## src/rtl/gpr_snap_pkg.sv

```systemverilog
// -----------------------------------------------------------------------------
// gpr_snap_pkg
// Shared definitions for the GPR snapshot controller: FSM state encoding,
// default sizing constants and the fixed width of the register-file and
// trace-sink index ports.
// -----------------------------------------------------------------------------
package gpr_snap_pkg;

  localparam int XLEN_DEF         = 64;
  localparam int NREG_DEF         = 32;
  localparam int STARVE_LIMIT_DEF = 8;
  localparam int IDX_W_DEF        = $clog2(NREG_DEF);

  // rf_raddr / out_idx are always 5 bits wide, whatever NREG is.
  localparam int PORT_IDX_W = 5;

  typedef enum logic [1:0] {
    S_IDLE  = 2'd0,
    S_ISSUE = 2'd1,
    S_WAIT  = 2'd2,
    S_SEND  = 2'd3
  } snap_state_e;

endpackage : gpr_snap_pkg

```

## src/rtl/gpr_starve_cnt.sv

```systemverilog
// -----------------------------------------------------------------------------
// gpr_starve_cnt
// Counts consecutive cycles in which the snapshot lost the read port to the
// pipeline. Once the count reaches LIMIT, pipe_stall is raised while the
// snapshot is asking for the port, forcing one grant to the snapshot.
//
// Ports:
//   clock, reset : system clock, asynchronous active-high reset
//   active       : snapshot is requesting the read port this cycle
//   clr          : clear the count (grant taken or snapshot aborted)
//   inc          : snapshot was denied this cycle (saturating increment)
//   pipe_stall   : force the pipeline off the read port
// -----------------------------------------------------------------------------
module gpr_starve_cnt
  import gpr_snap_pkg::*;
#(
  parameter int LIMIT = STARVE_LIMIT_DEF
) (
  input  logic clock,
  input  logic reset,
  input  logic active,
  input  logic clr,
  input  logic inc,
  output logic pipe_stall
);

  localparam int CW = $clog2(LIMIT + 1);

  logic [CW-1:0] cnt_q, cnt_d;
  logic          limit_hit;

  assign limit_hit = (cnt_q == CW'(LIMIT));

  always_comb begin
    // NOTE: every always_comb output gets a default first so no path leaves it unassigned (no latch).
    cnt_d = cnt_q;
    if (clr) begin
      cnt_d = '0;
    end else if (inc && !limit_hit) begin
      cnt_d = cnt_q + CW'(1);
    end
  end

  always_ff @(posedge clock or posedge reset) begin
    // NOTE: sequential state is updated with <= so every flop samples pre-edge values.
    if (reset) cnt_q <= '0;
    else       cnt_q <= cnt_d;
  end

  assign pipe_stall = active && limit_hit;

endmodule : gpr_starve_cnt

```

## src/rtl/gpr_snapshot_ctrl.sv

```systemverilog
// -----------------------------------------------------------------------------
// gpr_snapshot_ctrl
// Walks x0..x(NREG-1) through the register file's shared read port and streams
// each value, tagged with the committing PC, to the difftest/trace sink.
// The pipeline owns the read port by default; the starvation counter forces a
// single grant to the snapshot after STARVE_LIMIT consecutive denials.
//
// Ports:
//   clock, reset        : system clock, asynchronous active-high reset
//   snap_req_*          : snapshot request from commit (valid/ready + PC tag)
//   flush               : abort the snapshot in progress
//   pipe_rd_en          : pipeline wants the read port
//   pipe_stall          : pipeline must back off this cycle
//   rf_ren/raddr/rdata  : register-file read port (data one cycle after ren)
//   out_*               : beat stream to the sink (valid/ready handshake)
//   busy                : controller is not idle
// -----------------------------------------------------------------------------
module gpr_snapshot_ctrl
  import gpr_snap_pkg::*;
#(
  parameter int XLEN         = XLEN_DEF,
  parameter int NREG         = NREG_DEF,
  parameter int STARVE_LIMIT = STARVE_LIMIT_DEF
) (
  input  logic                  clock,
  input  logic                  reset,
  input  logic                  snap_req_valid,
  output logic                  snap_req_ready,
  input  logic [XLEN-1:0]       snap_req_pc,
  input  logic                  flush,
  input  logic                  pipe_rd_en,
  output logic                  pipe_stall,
  output logic                  rf_ren,
  output logic [PORT_IDX_W-1:0] rf_raddr,
  input  logic [XLEN-1:0]       rf_rdata,
  output logic                  out_valid,
  input  logic                  out_ready,
  output logic [PORT_IDX_W-1:0] out_idx,
  output logic [XLEN-1:0]       out_data,
  output logic [XLEN-1:0]       out_pc,
  output logic                  out_last,
  output logic                  busy
);

  localparam int IDX_W = $clog2(NREG);

  snap_state_e      state_q, state_d;
  logic [IDX_W-1:0] idx_q, idx_d;
  logic [XLEN-1:0]  pc_q, pc_d;
  logic [XLEN-1:0]  data_q, data_d;

  logic in_issue, in_send, grant, is_last, flush_act;

  assign in_issue  = (state_q == S_ISSUE);
  assign in_send   = (state_q == S_SEND);
  assign is_last   = (idx_q == IDX_W'(NREG - 1));
  // flush only means something while a snapshot is in flight.
  assign flush_act = flush && (state_q != S_IDLE);
  // The snapshot wins the port when the pipeline is quiet or is being stalled.
  assign grant     = !pipe_rd_en || pipe_stall;

  gpr_starve_cnt #(
    .LIMIT (STARVE_LIMIT)
  ) u_starve_cnt (
    .clock      (clock),
    .reset      (reset),
    .active     (in_issue),
    .clr        (flush_act || (in_issue && grant)),
    .inc        (in_issue && !grant),
    .pipe_stall (pipe_stall)
  );

  // State and datapath registers.
  always_ff @(posedge clock or posedge reset) begin
    if (reset) begin
      state_q <= S_IDLE;
      idx_q   <= '0;
      pc_q    <= '0;
      data_q  <= '0;
    end else begin
      state_q <= state_d;
      idx_q   <= idx_d;
      pc_q    <= pc_d;
      data_q  <= data_d;
    end
  end

  // Next-state and datapath updates.
  always_comb begin
    state_d = state_q;
    idx_d   = idx_q;
    pc_d    = pc_q;
    data_d  = data_q;
    unique case (state_q)
      S_IDLE: begin
        // snap_req_ready is 1 throughout IDLE, so valid alone is the handshake.
        if (snap_req_valid) begin
          pc_d    = snap_req_pc;
          idx_d   = '0;
          state_d = S_ISSUE;
        end
      end
      S_ISSUE: begin
        if (grant) state_d = S_WAIT;
      end
      S_WAIT: begin
        // x0 is hardwired to zero regardless of what the read port returns.
        data_d  = (idx_q == '0) ? '0 : rf_rdata;
        state_d = S_SEND;
      end
      S_SEND: begin
        if (out_ready) begin
          if (is_last) begin
            state_d = S_IDLE;
          end else begin
            idx_d   = idx_q + IDX_W'(1);
            state_d = S_ISSUE;
          end
        end
      end
      default: state_d = S_IDLE;
    endcase
    // Abort overrides every other transition.
    if (flush_act) state_d = S_IDLE;
  end

  // Outputs. Beat fields are zero outside SEND so the sink never sees stale data.
  always_comb begin
    snap_req_ready = (state_q == S_IDLE);
    busy           = (state_q != S_IDLE);
    rf_ren         = in_issue && grant;
    rf_raddr       = rf_ren ? PORT_IDX_W'(idx_q) : '0;
    out_valid      = in_send;
    out_idx        = in_send ? PORT_IDX_W'(idx_q) : '0;
    out_data       = in_send ? data_q : '0;
    out_pc         = in_send ? pc_q : '0;
    out_last       = in_send && is_last;
  end

endmodule : gpr_snapshot_ctrl

```

## config.mk

```make
export PLATFORM = sky130hd
export DESIGN_NAME = gpr_snapshot_ctrl
export DESIGN_NICKNAME = d
export VERILOG_FILES = /design/src/rtl/gpr_snap_pkg.sv /design/src/rtl/gpr_starve_cnt.sv /design/src/rtl/gpr_snapshot_ctrl.sv
export SDC_FILE = /design/constraint.sdc
export NUM_CORES = 1
export LEC_CHECK = 0
export CAP_MARGIN = 40
export CORE_UTILIZATION = 47
export CTS_BUF_LIST = sky130_fd_sc_hd__clkbuf_4 sky130_fd_sc_hd__clkbuf_8
export CTS_CLUSTER_DIAMETER = 100
export DETAILED_ROUTE_END_ITERATION = 16
export PLACE_DENSITY = 0.85
export SYNTH_ARGS = -nofsm -noshare
export SYNTH_HDL_FRONTEND = slang
export SYNTH_SLANG_ARGS = --single-unit
export TNS_END_PERCENT = 30
```

## constraint.sdc

```tcl
create_clock -name clock -period 13.8 [get_ports clock]
set_input_delay 3.45 -clock clock [delete_from_list [all_inputs] [get_ports clock]]
set_output_delay 3.45 -clock clock [all_outputs]
set_load 0.03 [all_outputs]
```

== Word level (Yosys, flattened, before mapping) ==
Index checks and enable logic that the tools add are counted.

* Flip-flop bits (word level): 139
* Bits of input ports: 134
* Word-level logic and storage cells: 54

* Equal/unequal tests: 11
* Add/sub/neg operators: 2
* Reductions and logical operators: 19
* Multiplexer cells: 17

{| class="wikitable"
|+ Operators with widths
! cell !! number
|-
| $mux 64 || 3
|-
| $mux 5 || 5
|-
| $pmux 5 s2 || 1
|-
| $mux 2 || 4
|-
| $mux 4 || 2
|-
| $pmux 2 s4 || 1
|-
| $logic_and 1x1->1 || 6
|-
| $ne 2x2->1 const B || 3
|-
| $ne 3x2->1 const B || 2
|-
| $reduce_bool 2->1 || 3
|-
| $add 5x1->5 const B || 1
|-
| $eq 5x5->1 const B || 1
|-
| $logic_not 5->1 || 1
|-
| $add 4x1->4 const B || 1
|-
| $eq 2x2->1 const B || 2
|-
| $eq 4x4->1 const B || 1
|-
| $reduce_and 4->1 || 1
|-
| $logic_not 1->1 || 3
|-
| $ne 3x1->1 const B || 1
|-
| $reduce_and 3->1 || 1
|-
| $eq 2x1->1 const B || 1
|-
| $logic_not 2->1 || 1
|-
| $logic_or 1x1->1 || 2
|-
| $reduce_and 2->1 || 1
|-
| $mux 1 || 1
|}

== Longest topological paths before layout ==
Gate-level depths: netlist (run 1).

* Word-level depth: 8
* Mapped depth: 8

== By module ==
A second synthesis (run 1) with hierarchy kept.

* Cells, all modules: 518
* Area total of the unflattened synthesis: 6587.6 µm²

{| class="wikitable"
|+ Modules (own cells, without submodules)
! module !! area each (µm²) !! instances !! sequential area each (µm²) !! cells each
|-
| gpr_snapshot_ctrl || 6336.1 || 1 || 3378.2 || 492
|-
| gpr_starve_cnt || 251.5 || 1 || 100.1 || 26
|}

== Worst setup path after synthesis (run 1) ==
Ideal clock, no wire load.

* Path type: input-to-output
* Start: input pipe_rd_en
* End: output rf_raddr[0]
* Required time: 10.350 ns
* Arrival time: 4.178 ns
* Cell stages on the path: 3
* Slack: 6.172 ns
* Cells stage by stage: inv_1 -> o21a_1 -> and2_1

* Cells in the longest elaborated chain, start to end: 4

{| class="wikitable"
|+ Ends and longest elaborated chain
! item !! RTL line !! text
|-
| start, declared || gpr_snapshot_ctrl.sv:31 || <nowiki>input logic pipe_rd_en,</nowiki>
|-
| $logic_not 1->1 || gpr_snapshot_ctrl.sv:60 || <nowiki>assign grant = !pipe_rd_en || pipe_stall;</nowiki>
|-
| $logic_or 1x1->1 || gpr_snapshot_ctrl.sv:60 ||
|-
| $logic_and 1x1->1 || gpr_snapshot_ctrl.sv:131 || <nowiki>rf_ren = in_issue && grant;</nowiki>
|-
| via rf_ren || gpr_snapshot_ctrl.sv:33 || <nowiki>output logic rf_ren,</nowiki>
|-
| $mux 5 || gpr_snapshot_ctrl.sv:132 || <nowiki>rf_raddr = rf_ren ? PORT_IDX_W'(idx_q) : '0;</nowiki>
|-
| end, declared || gpr_snapshot_ctrl.sv:34 || <nowiki>output logic [PORT_IDX_W-1:0] rf_raddr,</nowiki>
|}

The timed path passes the listed nets, and every way through them passes these cells.

== Worst setup path after layout (run 1) ==
* Start: input pipe_rd_en
* End: output rf_raddr[4]

* Cells in the longest elaborated chain, start to end: 4

{| class="wikitable"
|+ Ends and longest elaborated chain
! item !! RTL line
|-
| $logic_not 1->1 || gpr_snapshot_ctrl.sv:60
|-
| $logic_or 1x1->1 || gpr_snapshot_ctrl.sv:60
|-
| $logic_and 1x1->1 || gpr_snapshot_ctrl.sv:131
|-
| $mux 5 || gpr_snapshot_ctrl.sv:132
|}

Every way passes these cells.

==> results of run 1 <==
[final cells by class]
type	count	area, µm²
clock buffer	20	263
multi-input combinational	400	2460
tap	176	220
fill	976	3520
timing repair buffer	284	2870
inverter	75	287
sequential	139	3480
clock inverter	12	195
[sequential cells by signal (all words and copies together) (netlist names)]
signal / flops
pc_q: 64
idx_q: 5
state_q: 2
u_starve_cnt.cnt_q: 4
data_q: 64
[through the flow]
stage | utilization, % | cell area, µm² | hold slack [ps]
finish | 73.5 | 9770 | 497
global route | 73.5 | 9770 | 510
CTS | 73.5 | 9770 | 501
detailed placement | 70.0 | 9310 | 485
global placement | 69.6 | 9260 | 478
floorplan | - | 6440 | 470
[metal layers]
metal  part of all wire (%)  up-vias
li1                       -     2580
met1                     40     2528
met4                    2.2        0
met5                      0        -
met3                    6.5       24
met2                     51      189
[how the worst max path moves through the flow]
stage	start	to	slack, ps	cells after the start
CTS	pipe_rd_en	rf_raddr[4]	5090	5
floorplan	pipe_rd_en	rf_raddr[0]	6170	3
global route	pipe_rd_en	rf_raddr[4]	5020	5
detailed placement	pipe_rd_en	rf_raddr[4]	5100	5
finish	pipe_rd_en	rf_raddr[4]	5110	5
global placement	pipe_rd_en	rf_raddr[4]	5090	5
[cell families (layout without fill, tap and decap cells)]
kind of cell             after synthesis  in the layout  synth area share [%]
AND/OR/NAND/NOR                      240            240                  17.5
flip-flops                           139            139                  54.0
buffers and inverters                111            391                  7.83
AO/OA/AOI/OAI                         83             83                  7.04
multiplexers                          67             67                  11.7
adder cells (fa/ha/maj)                9              9                  1.75
XOR/XNOR                               1              1                 0.136
[Yosys cell counts, drive strengths merged]
cell type	instances
a2111oi	1
a211oi	2
a21oi	2
a31o	1
and2	73
and3	1
and3b	1
and4b	1
buf	21
clkbuf	15
dfrtp	139
ha	9
inv	75
mux2	64
mux2i	3
nand2	78
nand2b	2
nand3	4
nand3b	1
nor2	72
nor2b	2
nor3	4
o211ai	2
o21a	1
o21ai	71
o221ai	1
o22ai	1
o41a	1
or2	1
xnor2	1
[critical path: stages]
cell and delay (ps):
clkdlybuf4s50_1 450, inv_1 70, o21a_1 380, and2_1 190, clkdlybuf4s50_1 700
[power by group through the flow]
stage | Sequential, mW | Clock [mW] | Combinational, mW
floorplan | 0.612 | 0 | 0.487
global placement | 0.625 | 0 | 0.685
detailed placement | 0.637 | 0 | 0.702
CTS | 0.630 | 0.383 | 0.708
global route | 0.648 | 0.399 | 0.764
finish | 0.629 | 0.374 | 0.701
[cell usage in the layout (no fill, tap or decap), types with 2 or more instances in the layout]
cell type | netlist | routed
mux2i_1 | 3 | 3
inv_1 | 75 | 73
clkbuf_4 | 0 | 2
o21ai_1 | 20 | 20
a211oi_1 | 2 | 2
buf_4 | 2 | 5
o21ai_0 | 51 | 51
bufinv_16 | 0 | 5
clkinv_4 | 0 | 2
nand2_1 | 78 | 77
nor2b_1 | 2 | 2
a21oi_1 | 2 | 2
dfrtp_1 | 139 | 139
clkbuf_8 | 0 | 18
nand2b_1 | 2 | 2
nor2_1 | 72 | 72
clkinv_2 | 0 | 4
and2_1 | 73 | 73
mux2_2 | 64 | 64
nor3_1 | 3 | 3
buf_16 | 0 | 2
ha_2 | 0 | 2
nand3_1 | 4 | 4
ha_1 | 9 | 7
o211ai_1 | 2 | 2
clkdlybuf4s50_1 | 0 | 277
==> flow_summary_export.csv, run 1 <==
group,metric,value,unit
worst_setup_path,worstPathArrival,5240,ps
drt,antenna_left,0,
global_route,grt_max_degree,80,
worst_setup_path,critPathCaptureType,"output port",
job,maxCapViolCount,0,
worst_setup_path,crit_fanout,6,
sta,max-slew-margin-rel,45.7,%
placed_design,port_buffers,277,
drt,firstDrtPassIters,4,
logic_synthesis,ys_seq_elements,139,
drt,viasPerCell,4.81,
power_and_ir_drop,seq_power_share,36.9,%
min_path,hold_path_startpoint,"pc_q[15]",
cts,htreeDepth,4,
floorplanning,coreArea,0.0133,mm²
power_and_ir_drop,swShare,35.6,%
floorplanning,die_h,119,µm
global_route,track_usage,25.2,%
drt,drtIter0Drc,220,
cts,cts_root_buffer,"clkbuf_8",
logic_synthesis,synth_fp_nets,793,
floorplanning,start_util,48.4,%
logic_synthesis,yosysWarnings,0,
global_route,grt_use_met3,8.00,%
placed_design,place.gp.congestion,0.811,
cts,clk_pin_slew,70,ps
power_and_ir_drop,cell_internal_pwr,1.10,mW
sta,period_share,63.0,%
placed_design,hpwlAfterDp,12100,µm
cts,cts_tree,"done",
global_route,grt_first_pass_wirelength,27600,µm
cts,clock-sinks,139,
power_and_ir_drop,power_frac_comb,41.1,%
drt,wl,17400,µm
final_layout,drive_gt1_share,12.2,%
power_and_ir_drop,finalPower,1.70,mW
placed_design,place_ws,5100,ps
final_layout,antenna_cells,0,
power_and_ir_drop,p_leak,4.10,nW
worst_setup_path,reg2reg_to,"data_q[63]",
floorplanning,die_w,119,µm
min_path,hold_path_depth,1,
power_and_ir_drop,power.density,174,mW/mm²
global_route,overflow,0,
sta,setup_violations,0,
logic_synthesis,synth_largest_area_cell,"dfrtp_1",
logic_synthesis,ys_seq_area_share,54.0,%
worst_setup_path,r2r-start,"state_q[0]",
floorplanning,ioPinCount,278,
power_and_ir_drop,ir_drop,0.000120,V
floorplanning,rows,42,
sta,worst_slack,5110,ps
sta,drv_slew,0,
cts,post_cts_buffers,0,
global_route,grt_antenna_before_repair,0,
min_path,min_delay_worst_endpoint,"pc_q[15]",
worst_setup_path,cp.required,10350,ps
global_route,grt_use_met1,29.3,%
outcome,status,"complete, no violations",
power_and_ir_drop,clkPwrFrac,21.9,%
logic_synthesis,synth_cell_types,35,
cts,cts_buffers,17,
cts,postCtsHoldBufs,0,
global_route,grt_pass1_vias,5365,
final_layout,syn_to_final_growth,51.8,%
logic_synthesis,synth_cells,650,
logic_synthesis,netlist_top_cells_area,"dfrtp_1, mux2_2, and2_1",
worst_setup_path,r2r_setup_slack,11250,ps
placed_design,place_inst,1074,
worst_setup_path,worstSetupPathType,"in -> out",
worst_setup_path,critPathLaunchType,"primary input",
sta,grt_setup_unrepaired,"false",
global_route,top_usage_layer,"met2",
sta,hold_violations,0,
sta,setup_tns,0,ps
logic_synthesis,synth_top_area_share,54.0,%
drt,drc,0,
drt,routedWlPerCell,15.7,µm
final_layout,fin_cells,1106,
sta,max_freq,115,MHz
logic_synthesis,avgSynthCellArea,9.90,µm²
min_path,hold_path_class,"reg -> reg",
worst_setup_path,r2r_cells,7,
sta,fin_skew,10.9,ps
drt,vias,5321,
sta,worst_pin_slew,815,ps
cts,clkLatencyLatePin,430,ps
floorplanning,dieArea,0.0142,mm²
global_route,met2_usage,43.7,%
power_and_ir_drop,netSwitchingPower,0.607,mW
cts,cts_buffer_depth,2,
final_layout,num-nets-final,1060,
cts,post_cts_resized,0,
logic_synthesis,synthesis.area,0.00644,mm²
sta,layout_min_cycle_time,8690,ps
Note: power is estimated with default switching activity, not from simulation.
==> run 2: changes to the inputs <==
- CORE_UTILIZATION: 47 -> 40
- PLACE_DENSITY: 0.85 -> 0.77
- clock period: 13.8 -> 7.5 ns (I/O delays scaled with it)
==> run 2 against run 1 <==
Effect of this change: first-iteration DRC count is 30% higher; flip-flop and latch count unchanged; clock power grew 55%; combinational power rose by 83%; utilization is 12 points lower.
==> flow_summary_export.csv, run 2 (same netlist as run 1, synthesis figures left out) <==
group,metric,value,unit
outcome,status,"complete, no violations",
global_route,grt_pass1_vias,5085,
cts,cts_tree,"done",
drt,drc,0,
floorplanning,rows,46,
floorplanning,die_w,129,µm
final_layout,seq_area,0.00348,mm²
worst_setup_path,path_cells,"clkdlybuf4s50_1, inv_1, o21a_1, and2_1, clkdlybuf4s50_1",
drt,vias,5252,
final_layout,drive_gt1_share,12.2,%
sta,max-slew-margin-rel,43.2,%
cts,clock-sinks,139,
cts,cts_buffer_depth,2,
placed_design,place_ws,2010,ps
worst_setup_path,critPathCaptureType,"output port",
sta,hold_slack,499,ps
global_route,overflow,0,
drt,viasPerCell,4.58,
sta,worst_pin_slew,853,ps
floorplanning,die_h,129,µm
floorplanning,coreArea,0.0158,mm²
floorplanning,dieArea,0.0166,mm²
worst_setup_path,crit_path_frequent_cell,"clkdlybuf4s50_1",
power_and_ir_drop,cell_internal_pwr,1.88,mW
final_layout,final_common_cell,"clkdlybuf4s50_1",
drt,routedWlPerCell,14.7,µm
sta,drv_slew,0,
power_and_ir_drop,netSwitchingPower,1.13,mW
cts,htreeDepth,4,
cts,clk_pin_slew,80,ps
worst_setup_path,r2r_cells,7,
sta,hold_violations,0,
final_layout,num-nets-final,1060,
drt,firstDrtPassIters,4,
sta,layout_min_cycle_time,5490,ps
final_layout,mostFrequentLayoutCells,"clkdlybuf4s50_1, dfrtp_1, nand2_1, inv_1, and2_1",
global_route,grt_first_pass_wirelength,26600,µm
cts,cts_root_buffer,"clkbuf_8",
min_path,hold_path_depth,1,
power_and_ir_drop,p_leak,4.03,nW
power_and_ir_drop,clkPwrFrac,19.3,%
sta,fin_skew,5.96,ps
final_layout,antenna_cells,0,
worst_setup_path,crit_fanout,6,
placed_design,hpwlAfterDp,11500,µm
placed_design,port_buffers,277,
worst_setup_path,cpMaxStageDelayCell,"clkdlybuf4s50_1",
power_and_ir_drop,seq_power_share,38.3,%
floorplanning,start_util,40.8,%
power_and_ir_drop,ir_drop,0.000191,V
final_layout,design_area,0.00972,mm²
drt,antenna_left,0,
sta,grt_setup_unrepaired,"false",
min_path,hold_path_class,"reg -> reg",
worst_setup_path,worstSetupPathType,"in -> out",
final_layout,syn_to_final_growth,51.1,%
worst_setup_path,cp.required,5620,ps
final_layout,reg_top3,"data_q (64), pc_q (64), idx_q (5)",
sta,max_freq,182,MHz
cts,cts_buffers,17,
job,maxCapViolCount,0,
sta,setup_tns,0,ps
final_layout,nFillCells,1386,
placed_design,dpl_cell_area,0.00934,mm²
placed_design,place.gp.congestion,0.770,
sta,setup_violations,0,
worst_setup_path,cp_slowest_stage_delay,700,ps
drt,drtIter0Drc,285,
power_and_ir_drop,power.density,310,mW/mm²
floorplanning,ioPinCount,278,
worst_setup_path,critPathLaunchType,"primary input",
sta,period_share,73.2,%
drt,wl,16900,µm
cts,post_cts_resized,0,
power_and_ir_drop,swShare,37.4,%
cts,postCtsHoldBufs,0,
sta,worst_slack,2010,ps
worst_setup_path,worstPathArrival,3620,ps
global_route,grt_max_degree,80,
final_layout,multi_input_area,0.00246,mm²
cts,clkLatencyLatePin,440,ps
global_route,grt_antenna_before_repair,0,
power_and_ir_drop,power_frac_comb,42.5,%
global_route,track_usage,20.8,%
cts,post_cts_buffers,0,
-- run 2: worst paths after layout --
kind | start | end | slack (ps)
min in group asynchronous | reset | pc_q[11] | 1930
max in group asynchronous | reset | pc_q[5] | 4460
worst min-delay path | pc_q[61] | pc_q[61] | 500
worst min register to register | pc_q[61] | pc_q[61] | 500
worst max-delay path | pipe_rd_en | rf_raddr[0] | 2010
worst max register to register | state_q[1] | idx_q[4] | 4920
-- run 2: power groups by stage --
stage / clock network (mW) / registers [mW] / logic (mW)
after floorplan: 0 / 1.13 / 0.897
after global placement: 0 / 1.15 / 1.27
after detailed placement: 0 / 1.17 / 1.29
after CTS: 0.603 / 1.15 / 1.30
after global routing: 0.634 / 1.19 / 1.40
final: 0.580 / 1.15 / 1.28
-- run 2: critical path: cells and delay by family --
kind / cells / cell delay, ps
AOI/OAI and AO/OA: 1 / 340
and+or+nand+nor: 1 / 180
buffers and inverters: 3 / 1230
-- run 2: layout make-up --
cell class	count	area share (%)
flip-flops and latches	139	35.8
multi-input cells	400	25.3
clock inverters	13	1.22
clock buffers	19	2.69
well taps	216	2.78
repair buffers	284	29.3
inverters	75	2.95
-- run 2: metrics by stage --
| step | std cells | total power, mW | util [%] |
|---|---|---|---|
| global route | 1146 | 3.22 | 61.7 |
| global placement | 1113 | 2.42 | 59.1 |
| CTS | 1146 | 3.05 | 61.7 |
| detailed placement | 1114 | 2.46 | 59.2 |
| finish | 1146 | 3.01 | 61.7 |
| floorplan | 650 | 2.02 | - |
-- run 2: routing by layer --
layer / vias to the layer above / GRT usage, % / routed length [µm]
met3: 20 / 4.86 / 842
met2: 151 / 33.9 / 8260
met4: 0 / 6.92 / 281
met5: - / 0 / 0
li1: 2584 / - / -
met1: 2497 / 27.4 / 7480
